File: config.mk
export PLATFORM = sky130hd
export DESIGN_NAME = dut_result_tagger
export DESIGN_NICKNAME = d
export VERILOG_FILES = /design/src/rtl/dut_result_tagger.sv
export SDC_FILE = /design/constraint.sdc
export NUM_CORES = 1
export LEC_CHECK = 0
export BUFFER_PORTS_ARGS = -buffer_cell sky130_fd_sc_hd__buf_4
export CORE_MARGIN = 8
export CORE_UTILIZATION = 45
export CTS_BUF_LIST = sky130_fd_sc_hd__clkbuf_16
export DETAILED_ROUTE_END_ITERATION = 10
export MAX_ROUTING_LAYER = met4
export PLACE_DENSITY = 0.67
export SYNTH_ARGS = -nofsm -noshare
export SYNTH_HDL_FRONTEND = slang
export SYNTH_SLANG_ARGS = --single-unit
File: constraint.sdc
create_clock -name clk -period 1.8 [get_ports clk]
set_input_delay 0.27 -clock clk [delete_from_list [all_inputs] [get_ports clk]]
set_output_delay 0.27 -clock clk [all_outputs]
set_load 0.02 [all_outputs]
File: src/rtl/dut_result_tagger.sv
// Result tagger: buffers upstream results in a small FIFO, prefixes each accepted
// word with a wrapping sequence tag and presents it on a vld/busy output stream.
module dut_result_tagger #(
  parameter int unsigned DATA_W = 11,
  parameter int unsigned DEPTH  = 4,
  parameter int unsigned SEQ_W  = 5
) (
  input  logic                        clk,
  input  logic                        rst,
  output logic                        din_busy,
  input  logic                        din_vld,
  input  logic [DATA_W-1:0]           din_data,
  input  logic                        dout_busy,
  output logic                        dout_vld,
  output logic [DATA_W+SEQ_W-1:0]     dout_data,
  output logic [$clog2(DEPTH):0]      level,
  output logic                        seq_wrap
);

  localparam int unsigned OUT_W = DATA_W + SEQ_W;
  localparam int unsigned PTR_W = $clog2(DEPTH);
  localparam int unsigned CNT_W = PTR_W + 1;

  logic [OUT_W-1:0] mem_q [DEPTH];
  logic [PTR_W-1:0] wr_ptr_q, wr_ptr_d;
  logic [PTR_W-1:0] rd_ptr_q, rd_ptr_d;
  logic [CNT_W-1:0] count_q, count_d;
  logic [SEQ_W-1:0] seq_q, seq_d;
  logic             seq_wrap_q, seq_wrap_d;
  logic             push, pop;

  // Flow control is decoded from registered occupancy; no same-cycle bypass when full.
  assign din_busy  = (count_q == CNT_W'(DEPTH));
  assign dout_vld  = (count_q != '0);
  assign dout_data = dout_vld ? mem_q[rd_ptr_q] : '0;
  assign level     = count_q;
  assign seq_wrap  = seq_wrap_q;

  assign push = din_vld & ~din_busy;
  assign pop  = dout_vld & ~dout_busy;

  always_comb begin
    wr_ptr_d   = wr_ptr_q;
    rd_ptr_d   = rd_ptr_q;
    count_d    = count_q;
    seq_d      = seq_q;
    seq_wrap_d = push & (seq_q == {SEQ_W{1'b1}});
    if (push) begin
      wr_ptr_d = wr_ptr_q + PTR_W'(1);
      seq_d    = seq_q + SEQ_W'(1);
    end
    if (pop) begin
      rd_ptr_d = rd_ptr_q + PTR_W'(1);
    end
    unique case ({push, pop})
      2'b10:   count_d = count_q + CNT_W'(1);
      2'b01:   count_d = count_q - CNT_W'(1);
      default: count_d = count_q;
    endcase
  end

  always_ff @(posedge clk or posedge rst) begin
    if (rst) begin
      wr_ptr_q   <= '0;
      rd_ptr_q   <= '0;
      count_q    <= '0;
      seq_q      <= '0;
      seq_wrap_q <= 1'b0;
    end else begin
      wr_ptr_q   <= wr_ptr_d;
      rd_ptr_q   <= rd_ptr_d;
      count_q    <= count_d;
      seq_q      <= seq_d;
      seq_wrap_q <= seq_wrap_d;
    end
  end

  // Storage needs no reset: entries are only visible while count is nonzero.
  always_ff @(posedge clk) begin
    if (push) begin
      mem_q[wr_ptr_q] <= {seq_q, din_data};
    end
  end

endmodule

==> impl_metrics.tcl <==
set metrics [dict create \
    status "finished with violations" \
    violations "setup timing" \
    setup_slack_ns -0.201 \
    n_antenna_cell 0 \
    first_global_vias 1644 \
    h-tree-depth 3 \
    grt_pass1_wl_um 8800 \
    drt_iter0_drc 53 \
    dr.pass1.iters 4 \
    reg2regPathDepth 9 \
    vias 1552 \
    setup_violations 17 \
    track_usage_pct 12.5 \
    clock_sinks 77 \
    yosysWarningCount 0 \
    crit_slowest_cell "mux4_2" \
    yosysTopAreaCell "edfxtp_1" \
    r2r_start "level[0]" \
    finish.utilization_pct 60.3 \
    rsz0062_at_grt "yes" \
    clk_pin_slew_worst_paths_ns 0.06 \
    start_util_pct 46.4 \
    synth-seq-cells 77 \
    drv_cap 0 \
    path_depth 4 \
    ios 37 \
    whs_endpoint "mem_q[3][10]" \
    r2r_end "level[2]" \
    hold_depth 1 \
    syn_to_final_growth_pct 30.0 \
    grt_overflow 0 \
    syn-num-nets 183 \
    arrival_ns 1.73 \
    rows 30 \
    cts-root-buf "clkbuf_16" \
    cp-start-kind "register" \
    final_area_sq_um 4100 \
    cp_top_family "multiplexers" \
    cp_max_fo 8 \
    power_per_cell_area_nw_per_um2 1890 \
    layout_min_cycle_time_ns 2.00 \
    drive_gt1_share_pct 45.4 \
    via_per_inst 4.80 \
    ir_drop_mv 1.23 \
    syn_avg_cell_area_sq_um 19.7 \
    synth_top_area_share_pct 61.0 \
    fillers 489 \
    coreArea_sq_um 6790 \
    holdCritPathClass "in -> reg" \
    antenna_found_initial 0 \
    wl_per_cell_um 17.4 \
    cts_tree "done" \
    grt_max_degree 19 \
    period_share_pct 111 \
    worst_pin_slew_ns 0.511 \
    yosysUniqueCellTypes 24 \
    dp_hpwl_um 3610 \
    ant_nets 0 \
    cp_cell_sequence "clkbuf_16, mux4_2, nor2b_2, buf_6" \
    drc 0 \
    cts_buffer_depth 2 \
    port_buffers 36 \
    cpPeakStageDelay_ns 0.49 \
    crit_type "reg -> out" \
    nets 245 \
    hold_start "din_data[10]" \
    wl_um 5610 \
    relSlewSlack_pct 65.9 \
    p_leak_nw 1.57 \
    cts_buffers 9 \
    crit_required_ns 1.53 \
    seq_area_frac_synth_pct 71.3 \
    hold_viol 0 \
    cp-end-kind "output port" \
    die_y_um 99.7 \
    synth_cells 160 \
    slew_viol_final 0 \
    regToRegSetupSlack_ns -0.03 \
    crit_buf_inv 2 \
    worstSkewPairLatency_ns 0.33 \
    place_area_sq_um 3680 \
    dieArea_sq_um 9930 \
    fmaxAchievable_mhz 500 \
    gp_congestion 0.690 \
    fin_skew_ns 0.00545 \
    die_w_um 99.7 \
    synth_area_sq_um 3150 \
    yosys-top-cells-area "edfxtp_1 61%, mux4_2 11%, dfrtp_1 10%" \
]
[state kept, by name, indices dropped and copies added (netlist names)]
signal	cells
level	3
mem_q	64
rd_ptr_q	2
seq_q	5
seq_wrap	1
wr_ptr_q	2
[cell usage in the layout, fill, tap and decap left out, drive strengths merged]
cell and instances:
ha 7, inv 10, nor2b 17, fa 1
nor3b 2, clkinv 2, clkinvlp 1, dlygate4sd3 1
nor2 4, xor2 6, and3 1, and2 5
clkbuf 10, mux2i 1, edfxtp 64, bufinv 2
dfrtp 13, xnor2 3, buf 55, nor3 1
nand2 1, mux4 16, mux2 3, nand4 1
[power by group]
part	switching (mW)	total (mW)	internal, mW
clock	0.641	1.83	1.19
sequential	0.359	2.87	2.51
combinational	1.40	3.04	1.65
total	2.40	7.74	5.35
[cells by family (layout without fill, tap and decap cells)]
| family | count (synthesis) | count (layout) | synth area share, % |
|---|---|---|---|
| adder cells (fa/ha/maj) | 8 | 8 | 3.42 |
| XOR/XNOR | 9 | 9 | 2.50 |
| flip-flops | 77 | 77 | 71.3 |
| buffers and inverters | 14 | 81 | 2.78 |
| multiplexers | 20 | 20 | 13.2 |
| AND/OR/NAND/NOR | 32 | 32 | 6.79 |
[worst max-delay path by stage]
| stage | start | endpoint | slack, ns |
|---|---|---|---|
| 2_1_floorplan | level[1] | level[2] | -0.30 |
| 3_3_place_gp | rd_ptr_q[1] | dout_data[11] | -0.03 |
| 3_5_place_dp | level[1] | level[2] | -0.06 |
| 4_1_cts | rd_ptr_q[0] | dout_data[1] | -0.23 |
| 5_1_grt | rd_ptr_q[0] | dout_data[5] | -0.25 |
| 6_report | rd_ptr_q[0] | dout_data[6] | -0.20 |
[cell type report]
type                            count  area, sq um  area share (%)
Clock buffer                        9          225            5.50
Clock inverter                      7         82.6            2.02
Inverter                            8         32.5           0.794
Tap cell                           96          120            2.93
Sequential cell                    77         2250            55.0
Multi-Input combinational cell     69          856            20.9
Timing Repair Buffer               57          526            12.8
[per-stage QoR]
stage               instances  setup TNS (ns)  power [mW]  hold WS, ns  setup WS (ns)
global placement          301          -0.247        5.67        0.328        -0.0286
floorplan                 160          -0.479        4.63        0.147         -0.297
CTS                       322           -3.37        7.62        0.131         -0.225
finish                    323           -2.90        7.74        0.143         -0.201
detailed placement        301          -0.544        5.75        0.336        -0.0591
global route              323           -3.99        8.15        0.127         -0.249
[worst register-to-register path, delay by kind of cell, from the launching register on]
| family | cells | cell delay [ns] |
|---|---|---|
| and+or+nand+nor | 3 | 0.46 |
| xor gates and xnor gates | 2 | 0.29 |
| DFF | 1 | 0.44 |
| buffers and inverters | 2 | 0.11 |
| adders and majority gates | 2 | 0.45 |
[cell usage after synthesis (all sizes together)]
master / instances
nor2b: 17
buf: 6
inv: 8
edfxtp: 64
ha: 7
and3: 1
xor2: 6
and2: 5
mux2: 3
dfrtp: 13
xnor2: 3
mux2i: 1
nor2: 4
mux4: 16
nor3b: 2
nand4: 1
nand2: 1
fa: 1
nor3: 1
[timing repair]
item / CTS / global route
hold buffers: 1 / 0
hold endpoints to repair: 13 / 0
setup buffers: 4 / 0
setup endpoints to repair: 17 / 82
resized for setup: 1 / 12
cloned: 0 / 1
pin swaps: 3 / 0
[layer usage]
layer	up-vias	routed length (um)	track usage, %
li1	727	-	-
met2	39	2870	20.1
met5	-	0	-
met4	0	97	5.59
met1	777	2380	13.2
met3	9	266	5.24
(Power assumes the default switching activity.)
